`src/rtl/mem_bus_initiator.sv`:
```
// mem_bus_initiator: single-outstanding word initiator bridging a client
// request/response handshake onto a simple valid/ready memory bus.
// Misaligned requests are answered with an error and never reach the bus;
// a bus access that sees no mem_ready for TIMEOUT_CYCLES cycles is abandoned
// and answered with an error. The file also holds a small protocol checker
// that the top instantiates; it contains only assertions and no logic.

module mem_bus_initiator_chk (
    input logic        clk,
    input logic        reset_n,
    input logic        req_ready,
    input logic        busy,
    input logic        mem_valid,
    input logic [31:0] mem_addr,
    input logic [31:0] mem_wdata,
    input logic [3:0]  mem_wstrb,
    input logic        rsp_valid,
    input logic        rsp_ready,
    input logic [31:0] rsp_rdata,
    input logic        rsp_error
);

    // The initiator accepts requests only while it is not busy.
    a_ready_idle: assert property (@(posedge clk) disable iff (!reset_n)
        req_ready == !busy);

    // A bus access and a pending response never overlap.
    a_exclusive: assert property (@(posedge clk) disable iff (!reset_n)
        !(mem_valid && rsp_valid));

    // Bus address, data and strobes are frozen for the whole access.
    a_bus_stable: assert property (@(posedge clk) disable iff (!reset_n)
        (mem_valid && $past(mem_valid)) |->
            ($stable(mem_addr) && $stable(mem_wdata) && $stable(mem_wstrb)));

    // A response that has not been taken keeps its payload.
    a_rsp_stable: assert property (@(posedge clk) disable iff (!reset_n)
        (rsp_valid && $past(rsp_valid) && !$past(rsp_ready)) |->
            ($stable(rsp_rdata) && $stable(rsp_error)));

    // Strobes are zero whenever the initiator is idle.
    a_idle_wstrb: assert property (@(posedge clk) disable iff (!reset_n)
        !busy |-> (mem_wstrb == 4'b0000));

endmodule

module mem_bus_initiator #(
    parameter int TIMEOUT_CYCLES = 16
) (
    input  logic        clk,
    input  logic        reset_n,
    input  logic        req_valid,
    output logic        req_ready,
    input  logic [31:0] req_addr,
    input  logic [31:0] req_wdata,
    input  logic        req_write,
    output logic        rsp_valid,
    input  logic        rsp_ready,
    output logic [31:0] rsp_rdata,
    output logic        rsp_error,
    output logic        mem_valid,
    input  logic        mem_ready,
    output logic [31:0] mem_addr,
    output logic [31:0] mem_wdata,
    output logic [3:0]  mem_wstrb,
    input  logic [31:0] mem_rdata,
    output logic        busy
);

    typedef enum logic [1:0] {
        ST_IDLE = 2'b00,
        ST_BUS  = 2'b01,
        ST_RSP  = 2'b10
    } state_t;

    // Last value of the wait counter before the access is abandoned.
    localparam logic [7:0] CNT_LAST = 8'(TIMEOUT_CYCLES - 1);

    state_t      r_state;
    logic [7:0]  r_wait_cnt;
    logic        r_is_write;
    logic        r_mem_valid;
    logic [31:0] r_mem_addr;
    logic [31:0] r_mem_wdata;
    logic [3:0]  r_mem_wstrb;
    logic        r_rsp_valid;
    logic [31:0] r_rsp_rdata;
    logic        r_rsp_error;

    logic        w_misaligned;
    logic        w_accept;
    logic        w_timeout;

    assign w_misaligned = (req_addr[1:0] != 2'b00);
    assign w_accept     = req_valid && (r_state == ST_IDLE);
    assign w_timeout    = (r_wait_cnt == CNT_LAST);

    // Request acceptance, bus access with timeout, and response handshake.
    always_ff @(posedge clk or negedge reset_n) begin
        if (!reset_n) begin
            r_state     <= ST_IDLE;
            r_wait_cnt  <= 8'd0;
            r_is_write  <= 1'b0;
            r_mem_valid <= 1'b0;
            r_mem_addr  <= 32'd0;
            r_mem_wdata <= 32'd0;
            r_mem_wstrb <= 4'b0000;
            r_rsp_valid <= 1'b0;
            r_rsp_rdata <= 32'd0;
            r_rsp_error <= 1'b0;
        end else begin
            case (r_state)
                ST_IDLE: begin
                    if (w_accept) begin
                        if (w_misaligned) begin
                            // Answered locally; the bus is never touched.
                            r_rsp_valid <= 1'b1;
                            r_rsp_error <= 1'b1;
                            r_rsp_rdata <= 32'd0;
                            r_state     <= ST_RSP;
                        end else begin
                            r_mem_addr  <= req_addr;
                            r_mem_wdata <= req_wdata;
                            r_mem_wstrb <= req_write ? 4'b1111 : 4'b0000;
                            r_is_write  <= req_write;
                            r_mem_valid <= 1'b1;
                            r_wait_cnt  <= 8'd0;
                            r_state     <= ST_BUS;
                        end
                    end else begin
                        r_state <= ST_IDLE;
                    end
                end
                ST_BUS: begin
                    if (mem_ready) begin
                        // Completion takes priority over a same-cycle timeout.
                        r_mem_valid <= 1'b0;
                        r_mem_wstrb <= 4'b0000;
                        r_rsp_valid <= 1'b1;
                        r_rsp_error <= 1'b0;
                        r_rsp_rdata <= r_is_write ? 32'd0 : mem_rdata;
                        r_state     <= ST_RSP;
                    end else if (w_timeout) begin
                        r_mem_valid <= 1'b0;
                        r_mem_wstrb <= 4'b0000;
                        r_rsp_valid <= 1'b1;
                        r_rsp_error <= 1'b1;
                        r_rsp_rdata <= 32'd0;
                        r_state     <= ST_RSP;
                    end else begin
                        r_wait_cnt <= r_wait_cnt + 8'd1;
                    end
                end
                ST_RSP: begin
                    if (rsp_ready) begin
                        r_rsp_valid <= 1'b0;
                        r_state     <= ST_IDLE;
                    end else begin
                        r_state <= ST_RSP;
                    end
                end
                default: begin
                    // Unreachable encoding: fall back to a quiet idle.
                    r_state     <= ST_IDLE;
                    r_mem_valid <= 1'b0;
                    r_mem_wstrb <= 4'b0000;
                    r_rsp_valid <= 1'b0;
                    r_wait_cnt  <= 8'd0;
                end
            endcase
        end
    end

    assign req_ready = (r_state == ST_IDLE);
    assign busy      = (r_state != ST_IDLE);
    assign mem_valid = r_mem_valid;
    assign mem_addr  = r_mem_addr;
    assign mem_wdata = r_mem_wdata;
    assign mem_wstrb = r_mem_wstrb;
    assign rsp_valid = r_rsp_valid;
    assign rsp_rdata = r_rsp_rdata;
    assign rsp_error = r_rsp_error;

    mem_bus_initiator_chk u_chk (
        .clk       (clk),
        .reset_n   (reset_n),
        .req_ready (req_ready),
        .busy      (busy),
        .mem_valid (mem_valid),
        .mem_addr  (mem_addr),
        .mem_wdata (mem_wdata),
        .mem_wstrb (mem_wstrb),
        .rsp_valid (rsp_valid),
        .rsp_ready (rsp_ready),
        .rsp_rdata (rsp_rdata),
        .rsp_error (rsp_error)
    );

endmodule

```
`config.mk`:
```
export PLATFORM = sky130hd
export DESIGN_NAME = mem_bus_initiator
export DESIGN_NICKNAME = d
export VERILOG_FILES = /design/src/rtl/mem_bus_initiator.sv
export SDC_FILE = /design/constraint.sdc
export NUM_CORES = 1
export LEC_CHECK = 0
export ABC_AREA = 1
export CAP_MARGIN = 20
export CORE_ASPECT_RATIO = 0.5
export CORE_UTILIZATION = 45
export CTS_CLUSTER_SIZE = 40
export DETAILED_ROUTE_END_ITERATION = 8
export GPL_TIMING_DRIVEN = 1
export PLACE_DENSITY = 0.86
export SETUP_SLACK_MARGIN = 0.4
export SLEW_MARGIN = 20
export SYNTH_ARGS = -nofsm -noshare
export SYNTH_HDL_FRONTEND = slang
export SYNTH_SLANG_ARGS = --single-unit
```
`constraint.sdc`:
```
create_clock -name clk -period 4.3 [get_ports clk]
set_input_delay 0.43 -clock clk [delete_from_list [all_inputs] [get_ports clk]]
set_output_delay 0.43 -clock clk [all_outputs]
set_load 0.01 [all_outputs]
```
==> impl_metrics.env, run 1 <==
export IMPL_status="finished clean"
export IMPL_die_y_um=72.6
export IMPL_hold_viol_final=0
export IMPL_overflow=0
export IMPL_grt_max_degree=68
export IMPL_met1_length_mm=4.71
export IMPL_yosysTopAreaCell="dfrtp_1"
export IMPL_end_kind="primary output"
export IMPL_antenna_left=0
export IMPL_routedWlPerCell_um=13.7
export IMPL_synth_top_area_frac=0.619
export IMPL_setup_tns_final_ns=0
export IMPL_drtIter0Drc=213
export IMPL_rsz0062_at_grt="no"
export IMPL_die_width_um=143
export IMPL_cts_tree="built"
export IMPL_n_fill_cell=754
export IMPL_cts_made_buffers=9
export IMPL_p_sw_frac=0.314
export IMPL_drc=0
export IMPL_yosys_top_cells_area="dfrtp_1 62%, nand2_1 28%, buf_6 1.8%"
export IMPL_async_flop_share=1.00
export IMPL_p_sw_mw=1.25
export IMPL_fin_worst_skew_ns=0.00623
export IMPL_hp_start="rsp_rdata[0]"
export IMPL_crit_chain="nor2_4 > clkdlybuf4s50_1"
export IMPL_clock_path_buffers=2
export IMPL_routed_wl_met3_um=494
export IMPL_leakage_nw=3.49
export IMPL_fp_row_count=25
export IMPL_clock_latency_ns=0.34
export IMPL_hold_class="reg -> reg"
export IMPL_peakVddDrop_mv=0.357
export IMPL_avgSynthCellArea_um2=8.66
export IMPL_syn_num_nets=621
export IMPL_layout_cells_non_filler=858
export IMPL_drive_above_1_share=0.0373
export IMPL_cp_startpoint="r_state[1]"
export IMPL_yosys_most_used_dff="dfrtp_1"
export IMPL_place_congestion=0.869
export IMPL_route_vias_total=3968
export IMPL_dr_wl_met2_mm=6.19
export IMPL_cts_max_level=3
export IMPL_drv_cap=0
export IMPL_synth_cell_types=25
export IMPL_port_buffers=206
export IMPL_synth_most_common_cell="nand2_1"
export IMPL_die_area_mm2=0.0104
export IMPL_final_nets=821
export IMPL_clkPwrFrac=0.217
export IMPL_multiInputGateArea_mm2=0.00150
export IMPL_max_slew_worst_pin_slew_ns=0.702
export IMPL_combPwrFrac=0.382
export IMPL_cts_root_buffer="clkbuf_16"
export IMPL_top_layer_used="met4"
export IMPL_internal_power_mw=2.74
export IMPL_synth_edf_count=0
export IMPL_clk_pin_slew_ns=0.07
export IMPL_coreArea_mm2=0.00957
export IMPL_cpPeakStageDelay_ns=0.57
export IMPL_start_util=0.469
export IMPL_cp_max_fo=6
export IMPL_dp_cells=840
export IMPL_viasPerCell=4.62
export IMPL_synth_seq_area_share=0.619
export IMPL_wirelength_mm=11.7
export IMPL_reg2reg_from="r_wait_cnt[0]"
export IMPL_antenna_found_initial=0
export IMPL_max_freq_mhz=510
export IMPL_ys_warn_count=0
export IMPL_synthCells=518
export IMPL_cp_arrival_ns=1.53
export IMPL_period_needed_ns=1.96
export IMPL_slowest_stage="clkdlybuf4s50_1"
export IMPL_drtPass1Iterations=4
export IMPL_synth_commonest_cells="332 x nand2_1, 111 x dfrtp_1, 14 x nor2_1"
export IMPL_ios=207
export IMPL_place_hpwl_mm=8.19
export IMPL_critPathKind="reg -> out"
export IMPL_power_frac_seq=0.401
export IMPL_synth_seq_cells=111
export IMPL_antenna_cells=0
export IMPL_grt_pass1_wl_mm=18.4
export IMPL_first_global_vias=3851
export IMPL_syn2layout_area_growth_pct=54.1
export IMPL_final_max_slew_violation_count=0
export IMPL_syn_area_mm2=0.00449
export IMPL_period_share=0.456
export IMPL_cts_sinks=111
export IMPL_start_kind="register"
export IMPL_setup_viol=0
export IMPL_grt_usage=0.232
export IMPL_worstPathRequired_ns=3.87
export IMPL_relSlewSlack=0.531
export IMPL_power_density_mw_per_mm2=578
export IMPL_area_sequential_mm2=0.00278
==> layer usage <==
metal  vias to the layer above  global-route usage
met2                       110               0.430
met3                        26              0.0505
met4                         0               0.105
met5                         -                   0
met1                      1882               0.260
li1                       1950                   -
==> power by group through the flow <==
stage	Sequential (mW)	Clock [mW]	Combinational (mW)
final	1.60	0.867	1.52
after global routing	1.64	0.918	1.66
after CTS	1.60	0.886	1.54
after detailed placement	1.61	0	1.53
after global placement	1.59	0	1.50
after floorplan	1.76	0	0.454
==> sequential cells by signal, indices dropped and copies added (netlist names) <==
| signal | count |
|---|---|
| mem_addr | 32 |
| mem_valid | 1 |
| mem_wdata | 32 |
| mem_wstrb | 1 |
| r_is_write | 1 |
| r_state | 2 |
| r_wait_cnt | 8 |
| rsp_error | 1 |
| rsp_rdata | 32 |
| rsp_valid | 1 |
==> through the flow <==
step           worst slack (ns)  total power, mW   util  hold WS (ns)  instance area (µm²)
5_1_grt                    2.28             4.22  0.722         0.491                 6910
4_1_cts                    2.33             4.03  0.720         0.474                 6890
3_5_place_dp               2.09             3.14  0.687         0.343                 6570
6_report                   2.34             3.99  0.722         0.469                 6910
2_1_floorplan              2.85             2.22      -         0.134                 4490
3_3_place_gp               2.05             3.09  0.686         0.346                 6570
==> layout by cell type, fill, tap and decap left out, types with 2 or more instances in the layout <==
cell,n
buf_4,4
bufinv_16,2
clkbuf_1,3
clkbuf_16,9
clkdlybuf4s50_1,205
clkinv_2,2
dfrtp_1,111
inv_1,12
nand2_1,332
nand3_1,7
nor2_1,14
nor2_4,3
o21ai_0,3
xnor2_1,2
==> final timing paths <==
check / cells past startpoint / end / slack (ns)
worst min-delay path: 2 / rsp_rdata[0] / 0.47
worst max register to register: 6 / rsp_rdata[26] / 2.47
worst min register to register: 2 / rsp_rdata[0] / 0.47
max in group asynchronous: 3 / mem_addr[24] / 2.81
min in group asynchronous: 2 / rsp_rdata[12] / 0.53
worst max-delay path: 2 / req_ready / 2.34
==> critical path: cells and delay by family, from the launching register on <==
family,cells,cell delay [ns]
flip-flops,1,0.46
AND/OR/NAND/NOR,1,0.16
buffers and inverters,1,0.57
==> logic make-up after synthesis <==
| group | after synthesis | synth area share |
|---|---|---|
| compound gates | 5 | 0.00641 |
| xor+xnor | 3 | 0.00586 |
| fa+ha+maj | 1 | 0.00279 |
| buf+inv | 35 | 0.0483 |
| flops | 111 | 0.619 |
| simple gates | 363 | 0.317 |
==> repair_timing <==
item	4_1_cts	5_1_grt
hold buffers	1	0
hold endpoints to repair	23	0
setup buffers	0	0
gates resized for setup	0	0
==> area by class of cell <==
| type | instances | share of cell area |
|---|---|---|
| Sequential cell | 111 | 0.402 |
| Tap cell | 135 | 0.0244 |
| Multi-Input combinational cell | 372 | 0.217 |
| Inverter | 13 | 0.00706 |
| Timing Repair Buffer | 211 | 0.306 |
| Clock buffer | 12 | 0.0342 |
| Clock inverter | 4 | 0.0101 |
Note: power is estimated with default switching activity, not from simulation.
==> inputs of run 2 (changes only) <==
--- a/config.mk
+++ b/config.mk
@@ -8,11 +8,11 @@
 export ABC_AREA = 1
 export CAP_MARGIN = 20
 export CORE_ASPECT_RATIO = 0.5
-export CORE_UTILIZATION = 45
+export CORE_UTILIZATION = 37
 export CTS_CLUSTER_SIZE = 40
 export DETAILED_ROUTE_END_ITERATION = 8
 export GPL_TIMING_DRIVEN = 1
-export PLACE_DENSITY = 0.86
+export PLACE_DENSITY = 0.76
 export SETUP_SLACK_MARGIN = 0.4
 export SLEW_MARGIN = 20
 export SYNTH_ARGS = -nofsm -noshare
==> constraint.sdc (replaced) <==
create_clock -name clk -period 1.7 [get_ports clk]
set_input_delay 0.17 -clock clk [delete_from_list [all_inputs] [get_ports clk]]
set_output_delay 0.17 -clock clk [all_outputs]
set_load 0.01 [all_outputs]
==> run 2 against run 1 <==
  * Final area increased by 13%
  * Global-route usage increased by 0.36 points
  * Clock power increased to 2.7 times the previous value
  * Die area rose by 21%
  * Setup slack got worse by 2.2 ns
  * Sequential cell count unchanged
  * Largest power group unchanged
  * Combinational power grew to 2.6 times the previous value
  * Critical path depth rose by 5
  * Routed wire length rose by 30%
  * Largest cell class unchanged
==> impl_metrics.env, run 2 (same netlist as run 1, synthesis figures left out) <==
export IMPL_status="finished clean"
export IMPL_clk_pin_slew_ns=0.08
export IMPL_crit_chain="ha_4 > nand3_4 > o21ai_4 > nand3_4 > buf_12 > nand2_1 > nand2_1"
export IMPL_routedWlPerCell_um=16.3
export IMPL_reg2reg_to="rsp_rdata[29]"
export IMPL_antenna_found_initial=0
export IMPL_fp_row_count=27
export IMPL_grt_max_degree=38
export IMPL_fin_worst_skew_ns=0.00884
export IMPL_max_slew_worst_pin_slew_ns=0.398
export IMPL_leakage_nw=4.26
export IMPL_final_nets=877
export IMPL_relSlewSlack=0.734
export IMPL_syn2layout_area_growth_pct=73.6
export IMPL_first_global_vias=4373
export IMPL_drive_above_1_share=0.171
export IMPL_r2r_cells=7
export IMPL_setup_tns_final_ns=0
export IMPL_power_mw=10.3
export IMPL_cts_made_buffers=9
export IMPL_hold_viol_final=0
export IMPL_drc=0
export IMPL_die_width_um=158
export IMPL_power_density_mw_per_mm2=1330
export IMPL_die_y_um=79.9
export IMPL_final_max_slew_violation_count=0
export IMPL_multiInputGateArea_mm2=0.00167
export IMPL_drtIter0Drc=213
export IMPL_area_sequential_mm2=0.00278
export IMPL_rsz0062_at_grt="yes"
export IMPL_r2r_setup_slack_ns=0.15
export IMPL_critPathKind="reg -> reg"
export IMPL_setup_viol=0
export IMPL_n_fill_cell=881
export IMPL_layout_cells_non_filler=938
export IMPL_end_kind="register"
export IMPL_cts_sinks=111
export IMPL_drtPass1Iterations=4
export IMPL_max_freq_mhz=647
export IMPL_cp_max_fo=18
export IMPL_cp_top_family="flip-flops"
export IMPL_viasPerCell=4.69
export IMPL_reg2reg_from="r_wait_cnt[1]"
export IMPL_clock_path_buffers=2
export IMPL_cp_arrival_ns=1.78
export IMPL_ios=207
export IMPL_port_buffers=206
export IMPL_cts_tree="built"
export IMPL_peakVddDrop_mv=0.564
export IMPL_start_util=0.394
export IMPL_slowest_stage="dfrtp_1"
export IMPL_worstPathRequired_ns=1.93
export IMPL_clock_latency_ns=0.35
export IMPL_start_kind="register"
export IMPL_antenna_cells=0
export IMPL_period_needed_ns=1.55
export IMPL_grt_usage=0.235
export IMPL_holdWs_ns=0.253
export IMPL_wirelength_mm=15.3
export IMPL_cts_root_buffer="clkbuf_16"
export IMPL_hold_class="in -> async"
export IMPL_mostFrequentLayoutCell="nand2_1"
export IMPL_place_congestion=0.771
export IMPL_drv_cap=0
export IMPL_overflow=0
export IMPL_coreArea_mm2=0.0114
export IMPL_worst_path_buf_inv=1
export IMPL_cpPeakStageDelay_ns=0.42
export IMPL_grt_pass1_wl_mm=22.0
export IMPL_cts_max_level=3
export IMPL_layout_common_cells="303 x nand2_1, 108 x dfrtp_1, 103 x dlygate4sd2_1"
export IMPL_die_area_mm2=0.0126
export IMPL_dp_cells=873
export IMPL_period_share=0.909
export IMPL_antenna_left=0
export IMPL_route_vias_total=4400
export IMPL_place_hpwl_mm=8.81
==> run 2: final cells by class <==
| cell class | instances | share of cell area |
|---|---|---|
| Clock buffer | 10 | 0.0294 |
| Clock inverter | 6 | 0.0120 |
| Inverter | 13 | 0.00819 |
| Multi-Input combinational cell | 372 | 0.215 |
| Sequential cell | 111 | 0.357 |
| Tap cell | 159 | 0.0255 |
| Timing Repair Buffer | 267 | 0.353 |
==> run 2: what timing repair did <==
| item | 4_1_cts | 5_1_grt |
|---|---|---|
| setup buffers | 20 | 17 |
| pin swaps | 10 | 28 |
| hold buffers | 1 | 0 |
| setup endpoints to repair | 215 | 113 |
| gates cloned | 7 | 4 |
| endpoints found under the hold margin | 19 | 0 |
| gates resized for setup | 139 | 60 |
==> run 2: worst max path at each step <==
stage / startpoint / to / slack [ns] / cells past startpoint
after global placement: req_addr[1] / mem_wstrb[2] / 0.14 / 7
after CTS: r_state[1] / req_ready / 0.22 / 3
after detailed placement: req_addr[1] / mem_wdata[9] / 0.11 / 7
after floorplan: r_wait_cnt[0] / rsp_rdata[10] / 0.33 / 7
final: r_wait_cnt[1] / rsp_rdata[29] / 0.15 / 7
after global routing: r_wait_cnt[6] / rsp_rdata[29] / 0.10 / 7
==> run 2: metal layers <==
layer / share of wire / global-route usage / up-vias
met2: 0.55 / 0.439 / 158
met4: 0.027 / 0.112 / 0
met1: 0.37 / 0.256 / 2131
li1: - / - / 2079
met5: 0 / 0 / -
met3: 0.047 / 0.0510 / 32
==> run 2: metrics by stage <==
step,area [µm²],util,worst slack [ns]
after floorplan,4500,-,0.334
after global placement,6750,0.593,0.138
after detailed placement,6750,0.593,0.110
after CTS,7400,0.650,0.221
after global routing,7790,0.684,0.102
final,7790,0.684,0.154
==> run 2: where the power goes <==
group	switching [mW]	total (mW)	internal (mW)
registers	0.493	4.02	3.53
clock network	0.999	2.30	1.30
logic	2.06	4.02	1.96
total	3.56	10.3	6.79
==> inputs of run 3 (changes only) <==
--- a/config.mk
+++ b/config.mk
@@ -13,6 +13,7 @@
 export DETAILED_ROUTE_END_ITERATION = 8
 export GPL_TIMING_DRIVEN = 1
 export PLACE_DENSITY = 0.76
+export RECOVER_POWER = 100
 export SETUP_SLACK_MARGIN = 0.4
 export SLEW_MARGIN = 20
 export SYNTH_ARGS = -nofsm -noshare
==> run 3 against run 2 <==
  * First-iteration DRC count fell by 4.7%
  * Worst hold slack improved by 0.085 ns
  * Count of clock-buffer cells in the layout did not move
  * Sequential share of layout area rose by 0.19 points
  * Clock power barely moved
  * Power fell by 0.35%
  * Combinational power fell by 1%
  * Final cell count did not move
==> impl_metrics.env, run 3 (same netlist as run 1, synthesis figures left out) <==
export IMPL_drtPass1Iterations=4
export IMPL_cp_arrival_ns=1.90
export IMPL_reg2reg_to="r_wait_cnt[0]"
export IMPL_die_width_um=158
export IMPL_antenna_found_initial=0
export IMPL_max_slew_worst_pin_slew_ns=0.570
export IMPL_period_share=0.938
export IMPL_port_buffers=206
export IMPL_dpl_cell_area_mm2=0.00675
export IMPL_start_util=0.394
export IMPL_final_nets=877
export IMPL_layout_common_cells="304 x nand2_1, 109 x dfrtp_1, 103 x dlygate4sd2_1"
export IMPL_die_area_mm2=0.0126
export IMPL_antenna_cells=0
export IMPL_cts_sinks=111
export IMPL_die_y_um=79.9
export IMPL_routedWlPerCell_um=16.2
export IMPL_setup_viol=0
export IMPL_r2r_cells=8
export IMPL_p_sw_frac=0.344
export IMPL_relSlewSlack=0.620
export IMPL_cpPeakStageDelay_ns=0.44
export IMPL_grt_usage=0.235
export IMPL_drive_above_1_share=0.164
export IMPL_crit_chain="buf_4 > inv_1 > nand2_2 > nor2_1 > o21ai_4 > buf_6 > or2_2 > nand2_1"
export IMPL_mostFrequentLayoutCell="nand2_1"
export IMPL_internal_power_mw=6.76
export IMPL_place_hpwl_mm=8.81
export IMPL_grt_max_degree=38
export IMPL_grt_pass1_wl_mm=22.0
export IMPL_start_kind="register"
export IMPL_clock_path_buffers=2
export IMPL_antenna_left=0
export IMPL_clkPwrFrac=0.225
export IMPL_fin_area_mm2=0.00774
export IMPL_cts_max_level=3
export IMPL_drtIter0Drc=203
export IMPL_clock_latency_ns=0.36
export IMPL_reg2reg_from="r_state[1]"
export IMPL_power_density_mw_per_mm2=1330
export IMPL_wirelength_mm=15.2
export IMPL_cts_tree="built"
export IMPL_cp_max_fo=4
export IMPL_fp_row_count=27
export IMPL_hold_class="in -> async"
export IMPL_cts_made_buffers=9
export IMPL_route_vias_total=4420
export IMPL_peakVddDrop_mv=0.574
export IMPL_critPathKind="reg -> reg"
export IMPL_ios=207
export IMPL_setup_tns_final_ns=0
export IMPL_drc=0
export IMPL_worst_path_buf_inv=3
export IMPL_n_fill_cell=893
export IMPL_viasPerCell=4.71
export IMPL_end_kind="register"
export IMPL_syn2layout_area_growth_pct=72.6
export IMPL_combPwrFrac=0.386
export IMPL_cts_root_buffer="clkbuf_16"
export IMPL_power_frac_seq=0.390
export IMPL_place_congestion=0.771
export IMPL_status="finished clean"
export IMPL_final_max_slew_violation_count=0
export IMPL_fin_util=0.680
export IMPL_p_sw_mw=3.55
export IMPL_first_global_vias=4373
export IMPL_overflow=0
export IMPL_period_needed_ns=1.59
export IMPL_hold_viol_final=0
export IMPL_fin_worst_skew_ns=0.00941
export IMPL_slowest_stage="dfrtp_2"
export IMPL_max_freq_mhz=627
export IMPL_rsz0062_at_grt="yes"
export IMPL_drv_cap=0
export IMPL_r2r_setup_slack_ns=0.11
export IMPL_worstPathRequired_ns=2.00
export IMPL_cp_top_family="simple AND/OR/NAND/NOR gates"
export IMPL_clk_pin_slew_ns=0.08
export IMPL_leakage_nw=4.25
export IMPL_coreArea_mm2=0.0114
-- run 3: changes by cell type in the layout (fill, tap and decap cells not counted) --
| cell | previous run | this run |
|---|---|---|
| buf_12 | 8 | 7 |
| clkbuf_1 | 1 | 2 |
| buf_4 | 29 | 25 |
| clkbuf_4 | 0 | 2 |
| nand2_1 | 303 | 304 |
| dfrtp_2 | 3 | 2 |
| nor2_1 | 7 | 9 |
| nand2_2 | 27 | 26 |
| dfrtp_1 | 108 | 109 |
| clkbuf_2 | 0 | 2 |
| nor2_2 | 3 | 4 |
| nor2_4 | 7 | 4 |
-- run 3: power groups by stage --
stage | combinational (mW) | clock (mW) | sequential (mW)
detailed placement | 4.04 | 0 | 4.07
floorplan | 1.15 | 0 | 4.46
finish | 3.98 | 2.32 | 4.02
global route | 4.32 | 2.47 | 4.11
global placement | 3.95 | 0 | 4.05
CTS | 3.79 | 2.32 | 4.00
-- run 3: stage by stage --
| stage | cells | power, mW | hold WS [ns] | setup WS, ns |
|---|---|---|---|---|
| after detailed placement | 873 | 8.11 | 0.0944 | 0.110 |
| after CTS | 917 | 10.1 | 0.257 | 0.221 |
| after global placement | 873 | 8.00 | 0.0910 | 0.138 |
| after global routing | 938 | 10.9 | 0.352 | 0.0616 |
| final | 938 | 10.3 | 0.338 | 0.106 |
| after floorplan | 518 | 5.61 | -0.126 | 0.334 |
-- run 3: area by class of cell --
class	count	area (µm²)	area share
well taps	159	199	0.0257
flip-flops and latches	111	2780	0.359
repair buffers	267	2730	0.352
multi-input cells	372	1650	0.213
clock buffers	10	229	0.0296
clock inverters	6	93.8	0.0121
inverters	13	63.8	0.00824
-- run 3: metal layers --
layer,share of wire,GRT usage,vias to the layer above
li1,-,-,2082
met1,0.37,0.256,2140
met2,0.54,0.439,157
met3,0.054,0.0510,41
met4,0.032,0.112,0
met5,0,0,-
-- run 3: worst max path at each step --
| stage | slack, ns | cells past startpoint | startpoint | endpoint |
|---|---|---|---|---|
| floorplan | 0.33 | 7 | r_wait_cnt[0] | rsp_rdata[10] |
| global placement | 0.14 | 7 | req_addr[1] | mem_wstrb[2] |
| detailed placement | 0.11 | 7 | req_addr[1] | mem_wdata[9] |
| CTS | 0.22 | 3 | r_state[1] | req_ready |
| global route | 0.06 | 8 | r_state[1] | r_wait_cnt[0] |
| finish | 0.11 | 8 | r_state[1] | r_wait_cnt[0] |
-- run 3: repair_timing --
action	CTS	global route
gates resized for setup	139	60
hold buffers	1	0
pin swaps	10	28
buffers inserted	20	17
cloned	7	4
endpoints found under the hold margin	19	0
setup endpoints to repair	215	113
